### config.mk
export PLATFORM = sky130hd
export DESIGN_NAME = dvp_bayer_capture
export DESIGN_NICKNAME = d
export VERILOG_FILES = /design/src/rtl/dvp_bayer_capture.sv
export SDC_FILE = /design/constraint.sdc
export NUM_CORES = 1
export LEC_CHECK = 0
export ABC_CLOCK_PERIOD_IN_PS = 3000
export BUFFER_PORTS_ARGS = -buffer_cell sky130_fd_sc_hd__buf_2
export CORE_MARGIN = 2
export CORE_UTILIZATION = 43
export CTS_BUF_LIST = sky130_fd_sc_hd__clkbuf_8
export CTS_CLUSTER_DIAMETER = 120
export CTS_CLUSTER_SIZE = 30
export DETAILED_ROUTE_END_ITERATION = 10
export HOLD_SLACK_MARGIN = 0.1
export MAX_ROUTING_LAYER = met4
export PLACE_DENSITY = 0.72
export RECOVER_POWER = 25
export SLEW_MARGIN = 5
export SYNTH_ARGS = -nofsm -noshare
export SYNTH_HDL_FRONTEND = slang
export SYNTH_SLANG_ARGS = --single-unit
### constraint.sdc
create_clock -name clock -period 3 [get_ports clock]
set_input_delay 0.15 -clock clock [delete_from_list [all_inputs] [get_ports clock]]
set_output_delay 0.15 -clock clock [all_outputs]
set_load 0.005 [all_outputs]
### src/rtl/dvp_bayer_capture.sv
// DVP RAW8 capture: registers the camera port, locks onto frame boundaries and
// emits one pixel per clock with a linear y*size_x+x frame address.
module dvp_bayer_capture #(
  parameter int size_x = 640,
  parameter int size_y = 480,
  parameter int ADDR_W = 19
) (
  input  logic              clock,
  input  logic              reset,
  input  logic              vsync,
  input  logic              href,
  input  logic [7:0]        data_in,
  output logic [7:0]        raw,
  output logic [ADDR_W-1:0] address,
  output logic              pixel_valid,
  output logic              frame_start,
  output logic              frame_done,
  output logic              line_error,
  output logic [7:0]        frame_count
);

  localparam int X_W = $clog2(size_x + 1);
  localparam int Y_W = $clog2(size_y + 1);
  localparam logic [ADDR_W-1:0] LAST_ADDR = ADDR_W'(size_x * size_y - 1);
  localparam logic [ADDR_W-1:0] LINE_STEP = ADDR_W'(size_x);

  typedef enum logic [1:0] {SYNC, VBLANK, ACTIVE} state_t;

  state_t state;
  state_t state_next;

  logic              s_vsync;
  logic              s_href;
  logic [7:0]        s_data;
  logic              vsync_d;
  logic              href_d;
  logic [X_W-1:0]    x;
  logic [Y_W-1:0]    y;
  logic [ADDR_W-1:0] addr_cnt;
  logic [ADDR_W-1:0] line_base;
  logic              x_full;
  logic              y_full;

  assign x_full = (x == X_W'(size_x));
  assign y_full = (y == Y_W'(size_y));

  always_ff @(posedge clock) begin
    if (reset) begin
      s_vsync <= 1'b0;
      s_href  <= 1'b0;
      s_data  <= 8'd0;
      vsync_d <= 1'b0;
      href_d  <= 1'b0;
    end else begin
      s_vsync <= vsync;
      s_href  <= href;
      s_data  <= data_in;
      vsync_d <= s_vsync;
      href_d  <= s_href;
    end
  end

  always_ff @(posedge clock) begin
    if (reset) state <= SYNC;
    else       state <= state_next;
  end

  // SYNC waits for a real vsync rising edge so a partially seen frame is never emitted.
  always_comb begin
    state_next = state;
    case (state)
      SYNC:    if (s_vsync && !vsync_d) state_next = VBLANK;
      VBLANK:  if (!s_vsync) state_next = ACTIVE;
      ACTIVE:  if (s_vsync) state_next = VBLANK;
      default: state_next = SYNC;
    endcase
  end

  always_ff @(posedge clock) begin
    if (reset) begin
      raw         <= 8'd0;
      address     <= '0;
      pixel_valid <= 1'b0;
      frame_start <= 1'b0;
      frame_done  <= 1'b0;
      line_error  <= 1'b0;
      frame_count <= 8'd0;
      x           <= '0;
      y           <= '0;
      addr_cnt    <= '0;
      line_base   <= '0;
    end else begin
      pixel_valid <= 1'b0;
      frame_start <= 1'b0;
      frame_done  <= 1'b0;
      case (state)
        ACTIVE: begin
          if (s_vsync) begin
            if (!y_full) line_error <= 1'b1;
            x <= '0;
            y <= '0;
          end else if (s_href) begin
            // An href cycle past a full line means the line is too long.
            if (x_full) line_error <= 1'b1;
            else        x <= x + X_W'(1);
            if (!x_full && !y_full) begin
              raw         <= s_data;
              address     <= addr_cnt;
              pixel_valid <= 1'b1;
              addr_cnt    <= addr_cnt + ADDR_W'(1);
              frame_start <= (x == '0) && (y == '0);
              // A frame that already saw a bad line is not counted as completed.
              if (addr_cnt == LAST_ADDR && !line_error) begin
                frame_done  <= 1'b1;
                frame_count <= frame_count + 8'd1;
              end
            end
          end else if (href_d) begin
            if (!x_full) line_error <= 1'b1;
            x <= '0;
            // Rebasing from line_base keeps later lines aligned after a short line.
            if (!y_full) begin
              y         <= y + Y_W'(1);
              line_base <= line_base + LINE_STEP;
              addr_cnt  <= line_base + LINE_STEP;
            end
          end
        end
        default: begin
          x         <= '0;
          y         <= '0;
          addr_cnt  <= '0;
          line_base <= '0;
          if (state == VBLANK && !s_vsync) line_error <= 1'b0;
        end
      endcase
    end
  end

endmodule
; ---- After elaboration in Yosys (flattened, before gate mapping)
; Index checks and enable logic that the tools add are counted.
[word_totals]
reg_bits = 110
in_bits = 12
out_inout_bits = 39
elab_cells = 90
[classes]
addsub = 5
n_eq_ne = 15
muxes = 21
bitwise_logic = 5
n_reduce_logical = 27
[ops]
columns = op, n
row1 = $mux W19, 4
row2 = $mux W10, 3
row3 = $add A19 B1 Y19 const B, 1
row4 = $add A19 B10 Y19 const B, 1
row5 = $eq A19 B19 Y1 const B, 1
row6 = $ne A4 B4 Y1 const B, 3
row7 = $reduce_and A4 Y1, 3
row8 = $add A10 B1 Y10 const B, 1
row9 = $eq A10 B10 Y1 const B, 1
row10 = $logic_not A10 Y1, 1
row11 = $mux W1, 10
row12 = $ne A2 B2 Y1 const B, 5
row13 = $reduce_and A5 Y1, 2
row14 = $add A9 B1 Y9 const B, 1
row15 = $eq A9 B9 Y1 const B, 1
row16 = $logic_not A9 Y1, 1
row17 = $add A8 B1 Y8 const B, 1
row18 = $mux W2, 3
row19 = $pmux W2 S3, 1
row20 = $reduce_and A3 Y1, 2
row21 = $logic_and A1 B1 Y1, 5
row22 = $logic_not A1 Y1, 5
row23 = $not A1 Y1, 5
row24 = $reduce_or A5 Y1, 1
row25 = other kinds (10), 11

; ---- Logic depth before layout (Yosys ltp)
; Gate-level depths: netlist of run 1.
[depth]
ltp_word = 6
depth_mapped = 10
mapped_depth_nobuf = 8

; ---- Worst setup path before layout of run 1
; No wires, ideal clock.
[synth_path]
kind = flip-flop to flip-flop
from = register x[0]
to = register frame_count[7]
setup_ns = 0.115
arrival_ns = 1.817
required_time_ns = 2.885
path_slack_ns = 1.069
stages_incl_launch_ff = 9
path_buffers = 0
period_less_slack_ns = 1.931
cell_sequence = dfxtp_1 > inv_1 > ha_1 > nor4b_2 > a41oi_2 > nand4_4 > nor4_4 > xnor2_1 > nor2_1
[synth_via]
elab_chain_cells = 4
[synth_lines]
columns = element, line
row1 = "start, declared", 37  ; logic [X_W-1:0] x;
row2 = "start signal, assigned", 105  ; else x <= x + X_W'(1);
row3 = $eq A10 B10 Y1, 44  ; assign x_full = (x == X_W'(size_x));
row4 = $logic_not A1 Y1, n/a
row5 = $logic_and A1 B1 Y1, 106  ; if (!x_full && !y_full) begin
row6 = $reduce_and A5 Y1 (no source line), n/a
row7 = "end signal, assigned", 115  ; frame_count <= frame_count + 8'd1;
row8 = "end, declared", 19  ; output logic [7:0] frame_count
; Every way passes these cells.
; A chain may end at the register's enable or synchronous reset.

; ---- Worst setup path after layout of run 1
[layout_path]
from = register s_href
to = register addr_cnt[18]
[layout_via]
elab_chain_cells = 2
elab_cells_between_ends = 5
cone_classes = eq/ne: 2 / mux: 1 / reduce/logical: 2
[layout_lines]
columns = element, line
row1 = "start, declared", 33  ; logic s_href;
row2 = "start signal, assigned", 56  ; s_href <= href;
row3 = $ne A2 B1 Y1 (no source line) (tied with other cells), n/a
row4 = $reduce_and A4 Y1 (no source line), n/a
row5 = "end signal, assigned", 110  ; addr_cnt <= addr_cnt + ADDR_W'(1);
row6 = "end signal, assigned", 125  ; addr_cnt <= line_base + LINE_STEP;
row7 = "end, declared", 39  ; logic [ADDR_W-1:0] addr_cnt;
; Several ways; a longest one is shown, not always the timed one.

==> flow_summary.toml, run 1 <==
[outcome]
status = "complete, no violations"

[drt]
finalWirelength_mm = 9.70
drc = 0
drt_iter0_markers = 234
vias = 3691
routedWlPerCell_um = 13.8
drtPass1Iterations = 4
route.detailed.vias_per_inst = 5.26
ant_nets = 0

[placement]
portBuffers = 50
hpwl_mm = 6.82
globalplace.congestion = 0.817

[yosys]
syn_area_per_cell_um2 = 9.03
seq_area_frac_synth_pct = 44.9
synth_cell_type_count = 56
synthesis.area_um2 = 4590
synth_edf_count = 0
synth-seq-cells = 103
async_flop_share_pct = 0
synth_fp_nets = 528
synthesis.instances = 509
yosysWarnings = 0
synth_flop_cell = "dfxtp_1"

[grt]
grt_overflow_total = 0
grt_use_total_pct = 17.6
grt_max_degree = 52
antenna_found_initial = 0
grt_pass1_vias = 3359
grt_pass1_wl_mm = 15.8

[die]
coreArea_um2 = 10400
die_w_um = 107
die_height_um = 107
rows = 37
start_util_pct = 44.3
ios = 51
die_area_um2 = 11500

[timing]
worst_slew_pin_slew_ns = 0.804
fin_crit_sh_pct = 79.8
relSlewSlack_pct = 46.3
setup_viol = 0
rsz0062_at_grt = "false"
hold_violations = 0
max_freq_ghz = 0.418
finalCriticalPeriod_ns = 2.39
clock_skew_ns = 0.0128
drv_slew = 0
whs_ns = 0.232
tns_ns = 0

[min_path]
min_path_type = "in -> reg"

[worst_setup_path]
crit_path_end_kind = "register"
crit_required_ns = 3.24
critPathKind = "reg -> reg"
cp_max_fo = 25
critPathLaunchType = "register"
crit_arrival_ns = 2.63

[clock_network]
cts-resized-gates = 0
clk_latency_ns = 0.37
htreeDepth = 3
post_cts_buffers = 0
clkTransAtPathRegs_ns = 0.10
cts_tree = "done"
root_buffer = "clkbuf_8"
cts_inserted_buffers = 9
clk_path_buf_depth = 2
cts_sinks = 103

[cells_and_area]
layout_commonest_cell = "dfxtp_1"
nNetsFinal = 581
diodes = 0
syn_to_final_growth_pct = 13.1
final_cell_mix = "dfxtp_1, nor2_1, buf_2"
drive_gt1_share_pct = 13.1

[job]
maxCapViolCount = 0

[power_and_ir_drop]
vdd_ir_drop_max_mv = 0.257
leakagePower_nw = 2.10
p_per_area_nw_per_um2 = 452
timing repair:
item | CTS | global route
hold endpoints to repair | 10 | 0
endpoints found under the setup margin | 0 | 0
hold buffers | 10 | 0
power by group:
| part | switching, mW | total [mW] | internal (mW) |
|---|---|---|---|
| clock network | 0.462 | 0.865 | 0.404 |
| registers | 0.0114 | 1.39 | 1.38 |
| logic | 0.0558 | 0.0939 | 0.0380 |
sequential cells by signal, indices dropped and copies added (netlist names):
signal / cells
addr_cnt: 19
address: 19
frame_count: 8
frame_done: 1
frame_start: 1
href_d: 1
line_base: 12
line_error: 1
pixel_valid: 1
raw: 8
s_data: 8
s_href: 1
s_vsync: 1
state: 2
vsync_d: 1
x: 10
y: 9
cell type report:
cell class | count | area (um2)
fill | 952 | 5170
multi-input combinational | 375 | 2370
sequential | 103 | 2060
timing repair buffer | 63 | 360
tap | 136 | 170
clock buffer | 10 | 138
clock inverter | 5 | 58.8
inverter | 10 | 37.5
cell usage after synthesis (all sizes together), types with 2 or more instances:
library cell / instances / area, um2
o22ai: 3 / 18.8
nand2: 38 / 150
a31oi: 4 / 25.0
and3: 10 / 63.8
or3: 8 / 50.1
nand3: 15 / 75.1
nor3: 15 / 75.1
buf: 6 / 43.8
ha: 7 / 87.6
a21oi: 26 / 134
and4: 4 / 36.3
nor2: 89 / 334
nor2b: 12 / 75.1
xor2: 25 / 219
a22oi: 3 / 22.5
dfxtp: 103 / 2060
o2111ai: 2 / 17.5
clkbuf: 14 / 72.6
nand4: 11 / 98.8
nand2b: 4 / 25.0
a21o: 2 / 15.0
xnor2: 18 / 158
nand3b: 2 / 15.0
inv: 10 / 37.5
a211oi: 4 / 42.5
o21ai: 23 / 119
nor4: 4 / 55.1
mux2i: 28 / 280
nor4b: 2 / 30.0
o32ai: 2 / 17.5
layer usage:
metal	up-vias	wire, um	global-route usage (%)
met2	84	4610	27.9
met3	14	493	2.54
li1	1865	-	-
met1	1728	4450	22.0
met4	0	144	8.70
met5	-	0	-
per-stage QoR:
stage / worst slack (ns) / std cells / utilization, % / area, um2 / power (mW)
floorplan: 1.07 / 509 / - / 4590 / 1.48
global placement: 0.686 / 677 / 47.4 / 4910 / 1.50
detailed placement: 0.657 / 677 / 47.4 / 4910 / 1.50
CTS: 0.625 / 702 / 50.2 / 5210 / 2.37
global route: 0.403 / 702 / 50.1 / 5190 / 2.43
finish: 0.607 / 702 / 50.1 / 5190 / 2.35
path summary, 6_finish.rpt:
check | start | slack (ns) | cells after the start | endpoint
max | s_href$_SDFF_PP0_ | 0.61 | 6 | addr_cnt[18]$_SDFFE_PP0P_
min | reset | 0.23 | 4 | addr_cnt[6]$_SDFFE_PP0P_
max reg2reg | s_href$_SDFF_PP0_ | 0.61 | 6 | addr_cnt[18]$_SDFFE_PP0P_
min reg2reg | vsync_d$_SDFF_PP0_ | 0.40 | 1 | state[0]$_SDFFE_PP0P_
logic make-up after synthesis:
kind of cell / after synthesis / synth area share, %
simple gates: 221 / 24.9
flops: 103 / 44.9
compound gates: 76 / 10.5
xor+xnor: 43 / 8.20
buf+inv: 31 / 3.57
mux: 28 / 6.10
fa+ha+maj: 7 / 1.91
critical path, cell delays in order (launching register included):
cell	delay (ns)
dfxtp_1	0.85
nor2_1	0.11
a31oi_1	0.35
nand2b_1	0.43
a21o_1	0.28
a21oi_1	0.14
o32ai_1	0.09
Note: power is estimated with default switching activity, not from simulation.
==> inputs of run 2 (changes only) <==
--- a/config.mk
+++ b/config.mk
@@ -5,7 +5,7 @@
 export SDC_FILE = /design/constraint.sdc
 export NUM_CORES = 1
 export LEC_CHECK = 0
-export ABC_CLOCK_PERIOD_IN_PS = 3000
+export ABC_CLOCK_PERIOD_IN_PS = 2400
 export BUFFER_PORTS_ARGS = -buffer_cell sky130_fd_sc_hd__buf_2
 export CORE_MARGIN = 2
 export CORE_UTILIZATION = 43
==> constraint.sdc (replaced) <==
create_clock -name clock -period 2.4 [get_ports clock]
set_input_delay 0.12 -clock clock [delete_from_list [all_inputs] [get_ports clock]]
set_output_delay 0.12 -clock clock [all_outputs]
set_load 0.005 [all_outputs]
==> run 2 against run 1 <==
Effect of this change:
- critical path depth up 3
- cell count is 1.4% higher
- sequential power rose by 24%
- core utilization increased by 0.74 points
- combinational power increased by 38%
- clock-buffer cell count did not move
- clock power rose by 19%
- register-to-register slack got worse by 0.39 ns
- power is 23% higher
- non-clock buffer count increased by 9
- critical path type unchanged
- largest cell class unchanged
==> flow_summary.toml, run 2 (synthesis gave the netlist of run 1 again) <==
[outcome]
status = "complete, no violations"

[min_path]
worstHoldPathCells = 5
worstHoldStart = "reset"
min_path_type = "in -> reg"
min_to = "addr_cnt[6]$_SDFFE_PP0P_"

[worst_setup_path]
critPathKind = "reg -> reg"
r2r_end = "addr_cnt[5]$_SDFFE_PP0P_"
cp_max_fo = 16
r2r_slack_ns = 0.22
crit_required_ns = 2.66
reg2reg_depth = 9
critPathLaunchType = "register"
crit_path_end_kind = "register"
crit_arrival_ns = 2.44
r2r_start = "x[0]$_SDFFE_PP0P_"

[cells_and_area]
nNetsFinal = 590
final_core_util_pct = 50.8
drive_gt1_share_pct = 15.1
reg.largest.list = "addr_cnt: 19 flops, address: 19 flops, line_base: 12 flops"
final_cell_mix = "dfxtp_1, nor2_1, buf_2"
diodes = 0
layout_commonest_cell = "dfxtp_1"
syn_to_final_growth_pct = 14.7
stdcell_area_um2 = 5270

[drt]
route.detailed.vias_per_inst = 5.32
ant_nets = 0
routedWlPerCell_um = 14.0
drtPass1Iterations = 5
drt_iter0_markers = 196
finalWirelength_mm = 9.98
drc = 0
vias = 3785

[grt]
antenna_found_initial = 0
grt_pass1_vias = 3601
grt_use_total_pct = 18.5
grt_overflow_total = 0
grt_pass1_wl_mm = 16.7
grt_max_degree = 51

[timing]
setup_ws_ns = 0.221
finalCriticalPeriod_ns = 2.18
rsz0062_at_grt = "false"
relSlewSlack_pct = 58.7
fin_crit_sh_pct = 90.8
hold_violations = 0
setup_viol = 0
clock_skew_ns = 0.00922
worst_slew_pin_slew_ns = 0.614
max_freq_ghz = 0.459
drv_slew = 0
tns_ns = 0

[power_and_ir_drop]
total_power_mw = 2.89
p_per_area_nw_per_um2 = 548
leakagePower_nw = 2.17
vdd_ir_drop_max_mv = 0.335

[clock_network]
htreeDepth = 3
cts_sinks = 103
root_buffer = "clkbuf_8"
cts_tree = "done"
cts_inserted_buffers = 9
clk_latency_ns = 0.37
clk_path_buf_depth = 2
clkTransAtPathRegs_ns = 0.10

[die]
rows = 37
coreArea_um2 = 10400
die_w_um = 107
die_height_um = 107
start_util_pct = 44.3
ios = 51
die_area_um2 = 11500

[placement]
hpwl_mm = 7.15
dpl_cell_area_um2 = 4990
globalplace.congestion = 0.869
pre_cts_slack_ns = 0.324
portBuffers = 50

[job]
maxCapViolCount = 0
## run 2: cell count changes in the layout (fill, tap and decap cells not counted), moves of 2 or more
cell        previous run  this run
clkinv_4               1         3
buf_4                  3        11
buf_2                 40        43
clkbuf_1              10         7
clkinvlp_4             2         0
## run 2: final cells by class
cell class              count  area (um2)
flip-flops and latches    103        2060
clock inverters             6        51.3
fillers                   955        5100
clock buffers              10         138
multi-input cells         375        2370
inverters                  10        37.5
repair buffers             72         444
well taps                 136         170
## run 2: worst max path at each step
stage / from / endpoint / depth (start not counted)
3_3_place_gp: y[0]$_SDFFE_PP0P_ / frame_count[7]$_SDFFE_PP0P_ / 8
2_1_floorplan: x[0]$_SDFFE_PP0P_ / frame_count[7]$_SDFFE_PP0P_ / 8
3_5_place_dp: y[0]$_SDFFE_PP0P_ / frame_count[7]$_SDFFE_PP0P_ / 8
4_1_cts: x[0]$_SDFFE_PP0P_ / addr_cnt[5]$_SDFFE_PP0P_ / 9
5_1_grt: x[0]$_SDFFE_PP0P_ / addr_cnt[13]$_SDFFE_PP0P_ / 9
6_report: x[0]$_SDFFE_PP0P_ / addr_cnt[5]$_SDFFE_PP0P_ / 9
## run 2: layer usage
layer / vias to the layer above / track usage [%] / share of wire, %
met5: - / - / 0
met1: 1792 / 22.6 / 45
met2: 92 / 30.6 / 49
li1: 1886 / - / -
met4: 0 / 6.50 / 1.7
met3: 15 / 3.57 / 4.5
## run 2: what timing repair did
| action | 4_1_cts | 5_1_grt |
|---|---|---|
| buffers inserted | 0 | 0 |
| hold buffers | 10 | 0 |
| resized for setup | 0 | 0 |
| hold endpoints to repair | 10 | 0 |
## run 2: where the power goes
part	internal [mW]	leakage [nW]	total (mW)	switching, mW
clock	0.420	0.0987	1.03	0.605
combinational	0.0534	1.24	0.130	0.0761
sequential	1.72	0.833	1.73	0.0107
## run 2: through the flow
stage          instances  hold WS [ns]
6_report             712         0.233
5_1_grt              712         0.252
4_1_cts              712         0.221
3_5_place_dp         686         0.338
3_3_place_gp         686         0.330
2_1_floorplan        509         0.248
## run 2: worst max-delay path: stages, from the launching register on
cell and delay [ns]:
dfxtp_1 0.44, inv_1 0.07, ha_1 0.20, nor4b_2 0.17
a31oi_1 0.43, nand2b_1 0.10, buf_4 0.22, nor3_1 0.24
xnor2_1 0.16, nor2_1 0.06
